`config.mk`:
```
export PLATFORM = sky130hd
export DESIGN_NAME = colour_seeker
export DESIGN_NICKNAME = d
export VERILOG_FILES = /design/src/rtl/colour_seeker.sv
export SDC_FILE = /design/constraint.sdc
export NUM_CORES = 1
export LEC_CHECK = 0
export CORE_ASPECT_RATIO = 0.6
export CORE_MARGIN = 8
export CORE_UTILIZATION = 42
export CTS_CLUSTER_DIAMETER = 50
export DETAILED_ROUTE_END_ITERATION = 12
export MAX_ROUTING_LAYER = met4
export PLACE_DENSITY = 0.75
export SYNTH_ARGS = -nofsm -noshare
export SYNTH_HDL_FRONTEND = slang
export SYNTH_SLANG_ARGS = --single-unit
```
`constraint.sdc`:
```
create_clock -name my_clk -period 1.6 [get_ports my_clk]
set_input_delay 0.32 -clock my_clk [delete_from_list [all_inputs] [get_ports my_clk]]
set_output_delay 0.32 -clock my_clk [all_outputs]
set_load 0.005 [all_outputs]
```
`src/rtl/colour_seeker.sv`:
```
// Drives button pulses into the lights selector until its RGB bus shows the
// requested colour code, then reports done (or err on a bad request / timeout).
module colour_seeker #(
    parameter int unsigned TIMEOUT = 8,
    parameter int unsigned CNT_W   = 4
) (
    input  logic        my_clk,
    input  logic        my_rst,
    input  logic        req_valid,
    input  logic [2:0]  req_colour,
    output logic        req_ready,
    input  logic [23:0] light,
    output logic        button,
    output logic [2:0]  cur_colour,
    output logic [2:0]  presses,
    output logic        done,
    output logic        err
);

    typedef enum logic [2:0] {
        S_IDLE,
        S_PRESS,
        S_WAIT,
        S_DONE,
        S_ERR
    } state_e;

    localparam logic [CNT_W-1:0] CNT_LAST = CNT_W'(TIMEOUT - 1);

    state_e           state_q;
    logic             ready_q;
    logic             button_q;
    logic             done_q;
    logic             err_q;
    logic [2:0]       presses_q;
    logic [2:0]       target_q;
    logic [2:0]       expect_q;
    logic [2:0]       cur_colour_q;
    logic [2:0]       colour_d;
    logic [CNT_W-1:0] cnt_q;

    function automatic logic [2:0] next_code(input logic [2:0] c);
        return (c == 3'd6) ? 3'd1 : c + 3'd1;
    endfunction

    function automatic logic legal_code(input logic [2:0] c);
        return (c != 3'd0) && (c != 3'd7);
    endfunction

    always_comb begin
        colour_d = 3'd0;
        case (light)
            24'h0000FF: colour_d = 3'd1;
            24'h00FF00: colour_d = 3'd2;
            24'h00FFFF: colour_d = 3'd3;
            24'hFF0000: colour_d = 3'd4;
            24'hFF00FF: colour_d = 3'd5;
            24'hFFFF00: colour_d = 3'd6;
            24'hFFFFFF: colour_d = 3'd7;
            default:    colour_d = 3'd0;
        endcase
    end

    always_ff @(posedge my_clk or posedge my_rst) begin
        if (my_rst) cur_colour_q <= '0;
        else           cur_colour_q <= colour_d;
    end

    // ready_q mirrors "state is IDLE" but stays low during and right at reset release
    always_ff @(posedge my_clk or posedge my_rst) begin
        if (my_rst) begin
            state_q   <= S_IDLE;
            ready_q   <= 1'b0;
            button_q  <= 1'b0;
            done_q    <= 1'b0;
            err_q     <= 1'b0;
            presses_q <= '0;
            target_q  <= '0;
            expect_q  <= '0;
            cnt_q     <= '0;
        end else begin
            button_q <= 1'b0;
            done_q   <= 1'b0;
            err_q    <= 1'b0;
            case (state_q)
                S_IDLE: begin
                    if (req_valid && ready_q) begin
                        ready_q   <= 1'b0;
                        target_q  <= req_colour;
                        presses_q <= '0;
                        if (!legal_code(req_colour) || !legal_code(cur_colour_q)) begin
                            state_q <= S_ERR;
                            err_q   <= 1'b1;
                        end else if (req_colour == cur_colour_q) begin
                            state_q <= S_DONE;
                            done_q  <= 1'b1;
                        end else begin
                            state_q  <= S_PRESS;
                            button_q <= 1'b1;
                        end
                    end else begin
                        ready_q <= 1'b1;
                    end
                end
                S_PRESS: begin
                    expect_q  <= next_code((presses_q == 3'd0) ? cur_colour_q : expect_q);
                    presses_q <= presses_q + 3'd1;
                    cnt_q     <= '0;
                    state_q   <= S_WAIT;
                end
                S_WAIT: begin
                    cnt_q <= cnt_q + CNT_W'(1);
                    if (cur_colour_q == expect_q) begin
                        if (expect_q == target_q) begin
                            state_q <= S_DONE;
                            done_q  <= 1'b1;
                        end else begin
                            state_q  <= S_PRESS;
                            button_q <= 1'b1;
                        end
                    end else if (cnt_q == CNT_LAST) begin
                        state_q <= S_ERR;
                        err_q   <= 1'b1;
                    end
                end
                S_DONE, S_ERR: begin
                    state_q <= S_IDLE;
                    ready_q <= 1'b1;
                end
                default: begin
                    state_q <= S_IDLE;
                    ready_q <= 1'b1;
                end
            endcase
        end
    end

    assign req_ready  = ready_q;
    assign button     = button_q;
    assign done       = done_q;
    assign err        = err_q;
    assign presses    = presses_q;
    assign cur_colour = cur_colour_q;

endmodule
```
==> out/qor.yml <==
rsz0062_at_grt: "false"
power_frac_comb_pct: 18.4
max_cap_viol_count: 0
power.switching_uw: 313
antenna_found_initial: 0
synth.area.top_cells: "dfrtp_1 41%, xor2_1 5.7%, nand2_1 5.4%"
intPower_uw: 922
clkPwrFrac_pct: 29.1
r2r_slack_ps: 70
top_layer: "met4"
r2r_cells: 6
status: "finished clean"
dr_wl_met3_microns: 132
firstDrtPassIters: 4
cts_hold_buffers: 0
synth_edf_count: 0
crit_end: "cur_colour[0]"
yosys-top-cells-count: "23 x dfrtp_1, 20 x nand2_1, 9 x xor2_1"
gr-total-overflow: 0
drt_wl_total_microns: 3830
setup_viol: 0
via_per_inst: 5.28
drt_iter0_drc: 36
skew_ps: 4.81
pwr_density_cell_nw_per_um2: 613
hold_class: "input pin to async pin"
ys_warn_count: 0
clk_pin_slew_ps: 80
wl_per_cell_microns: 15.4
path_depth: 1
p_leak_uw: 0.000954
cts-root-buf: "clkbuf_8"
arrival_ps: 1230
cts_tree: "built"
synth_nets: 179
cpPeakStageDelay_ps: 530
r2r_end: "expect_q[2]"
dpl.hpwl_microns: 3110
fin_crit_sh_pct: 97.0
critPathMaxFanout: 6
hold_viol_final: 0
ioPinCount: 40
synth.most_common_cell: "dfrtp_1"
critPathBufInv: 1
crit_slowest_cell: "clkdlybuf4s50_1"
area_growth_pct: 45.0
cp_top_family: "buffers and inverters"
synth_top_area_share_pct: 41.4
numCtsBuffers: 3
fmax_mhz: 644
cts_sinks: 23
drive_gt1_share_pct: 18.1
grt_pass1_vias: 1367
gr-usage-all-layers_pct: 14.8
grt_max_degree: 24
fin_cells: 249
fin_nets: 238
floorplan.initialDensity_pct: 43.4
avgSynthCellArea_sq_um: 9.52
ys_seq_area_share_pct: 41.4
relSlewSlack_pct: 71.1
grt_pass1_wl_microns: 6320
tightest_slew_ps: 433
place_congestion: 0.899
sw_frac_of_total_pct: 25.4
maxSlewViolCount: 0
dieArea_sq_um: 5470
ys.flop_type: "dfrtp_1"
portBuffers: 39
syn_area_sq_um: 1390
async_flop_share_pct: 100
num_antenna_cells: 0
cp-end-kind: "primary output"
die_y_microns: 60.6
r2r_start: "presses[1]"
power.share.sequential_pct: 52.5
rows: 16
worst-setup-path-type: "register to primary output"
ant_nets: 0
dp.cells: 242
drc: 0
synth_cell_types: 34
period_minus_slack_ps: 1550
cp.required_ps: 1280
vias: 1314
drt-met1-wl_microns: 1830
ys_ff_latch: 23
synth_top_cell_by_area: "dfrtp_1"
path_cells: "clkdlybuf4s50_1"
wl_met2_microns: 1850
vdd_ir_drop_max_v: 0.000357
total_power_uw: 1230
critPathLaunch: "cur_colour[0]"
coreArea_sq_um: 3200
clk_path_buf_depth: 2
netlist_instances: 146
die_w_microns: 90.3
clock_latency_ps: 260
cts_htree_levels: 1
crit_path_start_kind: "register"
==> worst min path at each step <==
stage,end,slack (ps),cells past startpoint
final,cnt_q[1],390,3
after global placement,cnt_q[3],460,1
after floorplan,button,320,1
after global routing,cnt_q[3],420,3
after detailed placement,cnt_q[3],480,1
after CTS,cnt_q[1],400,3
==> registers in the layout, summed over array words and instances (netlist names) <==
name / cells
button: 1
cnt_q: 4
cur_colour: 3
done: 1
err: 1
expect_q: 3
presses: 3
req_ready: 1
state_q: 3
target_q: 3
==> routing by layer <==
metal	GRT usage, %	vias up
li1	-	651
met1	18.2	630
met2	25.3	29
met3	2.84	4
met4	3.05	0
met5	-	-
==> per-stage QoR <==
stage	TNS, ps	setup slack, ps	hold WS (ps)	util (%)	area, sq um
after floorplan	0	11.3	322	-	1390
after global placement	-105	-51.3	460	59.8	1920
after detailed placement	-596	-87.9	477	59.8	1920
after CTS	0	31.2	401	61.6	1970
after global routing	0	3.66	421	62.9	2020
final	0	48.0	387	62.9	2020
==> area by class of cell <==
cell class	instances	area, sq um
Clock buffer	3	41.3
Clock inverter	1	5.00
Fill cell	253	1190
Inverter	5	18.8
Multi-Input combinational cell	114	779
Sequential cell	23	579
Tap cell	45	56.3
Timing Repair Buffer	58	536
==> repair_timing <==
item / CTS / global route
setup endpoints to repair: 4 / 7
resized for setup: 4 / 5
setup buffers: 0 / 3
==> placed cells by master (no fill, tap or decap), types with 6 or more instances in the layout <==
cell type and instances:
nor3_1 6, nor4_1 6, nor2_1 8, xor2_1 9
dfrtp_1 20, a21oi_1 6, nand2_1 20, buf_4 19
nand4_1 8, o21ai_0 6, clkdlybuf4s50_1 38, and3_1 6
==> cells by family (layout without fill, tap and decap cells) <==
logic type | count (synthesis) | after routing | share of synthesized area, %
adders and majority gates | 3 | 3 | 2.70
buffers and inverters | 9 | 67 | 4.32
and+or+nand+nor | 69 | 69 | 27.6
muxes | 8 | 8 | 6.39
DFF | 23 | 23 | 41.4
xor gates and xnor gates | 9 | 9 | 5.67
AOI/OAI and AO/OA | 25 | 25 | 11.9
==> power by group through the flow <==
stage                     combinational [uW]  sequential (uW)  clock, uW
after floorplan                          103              647          0
after global placement                   217              656          0
after detailed placement                 229              660          0
after CTS                                229              648        368
after global routing                     250              652        394
final                                    227              648        359
Note: power is estimated with default switching activity, not from simulation.
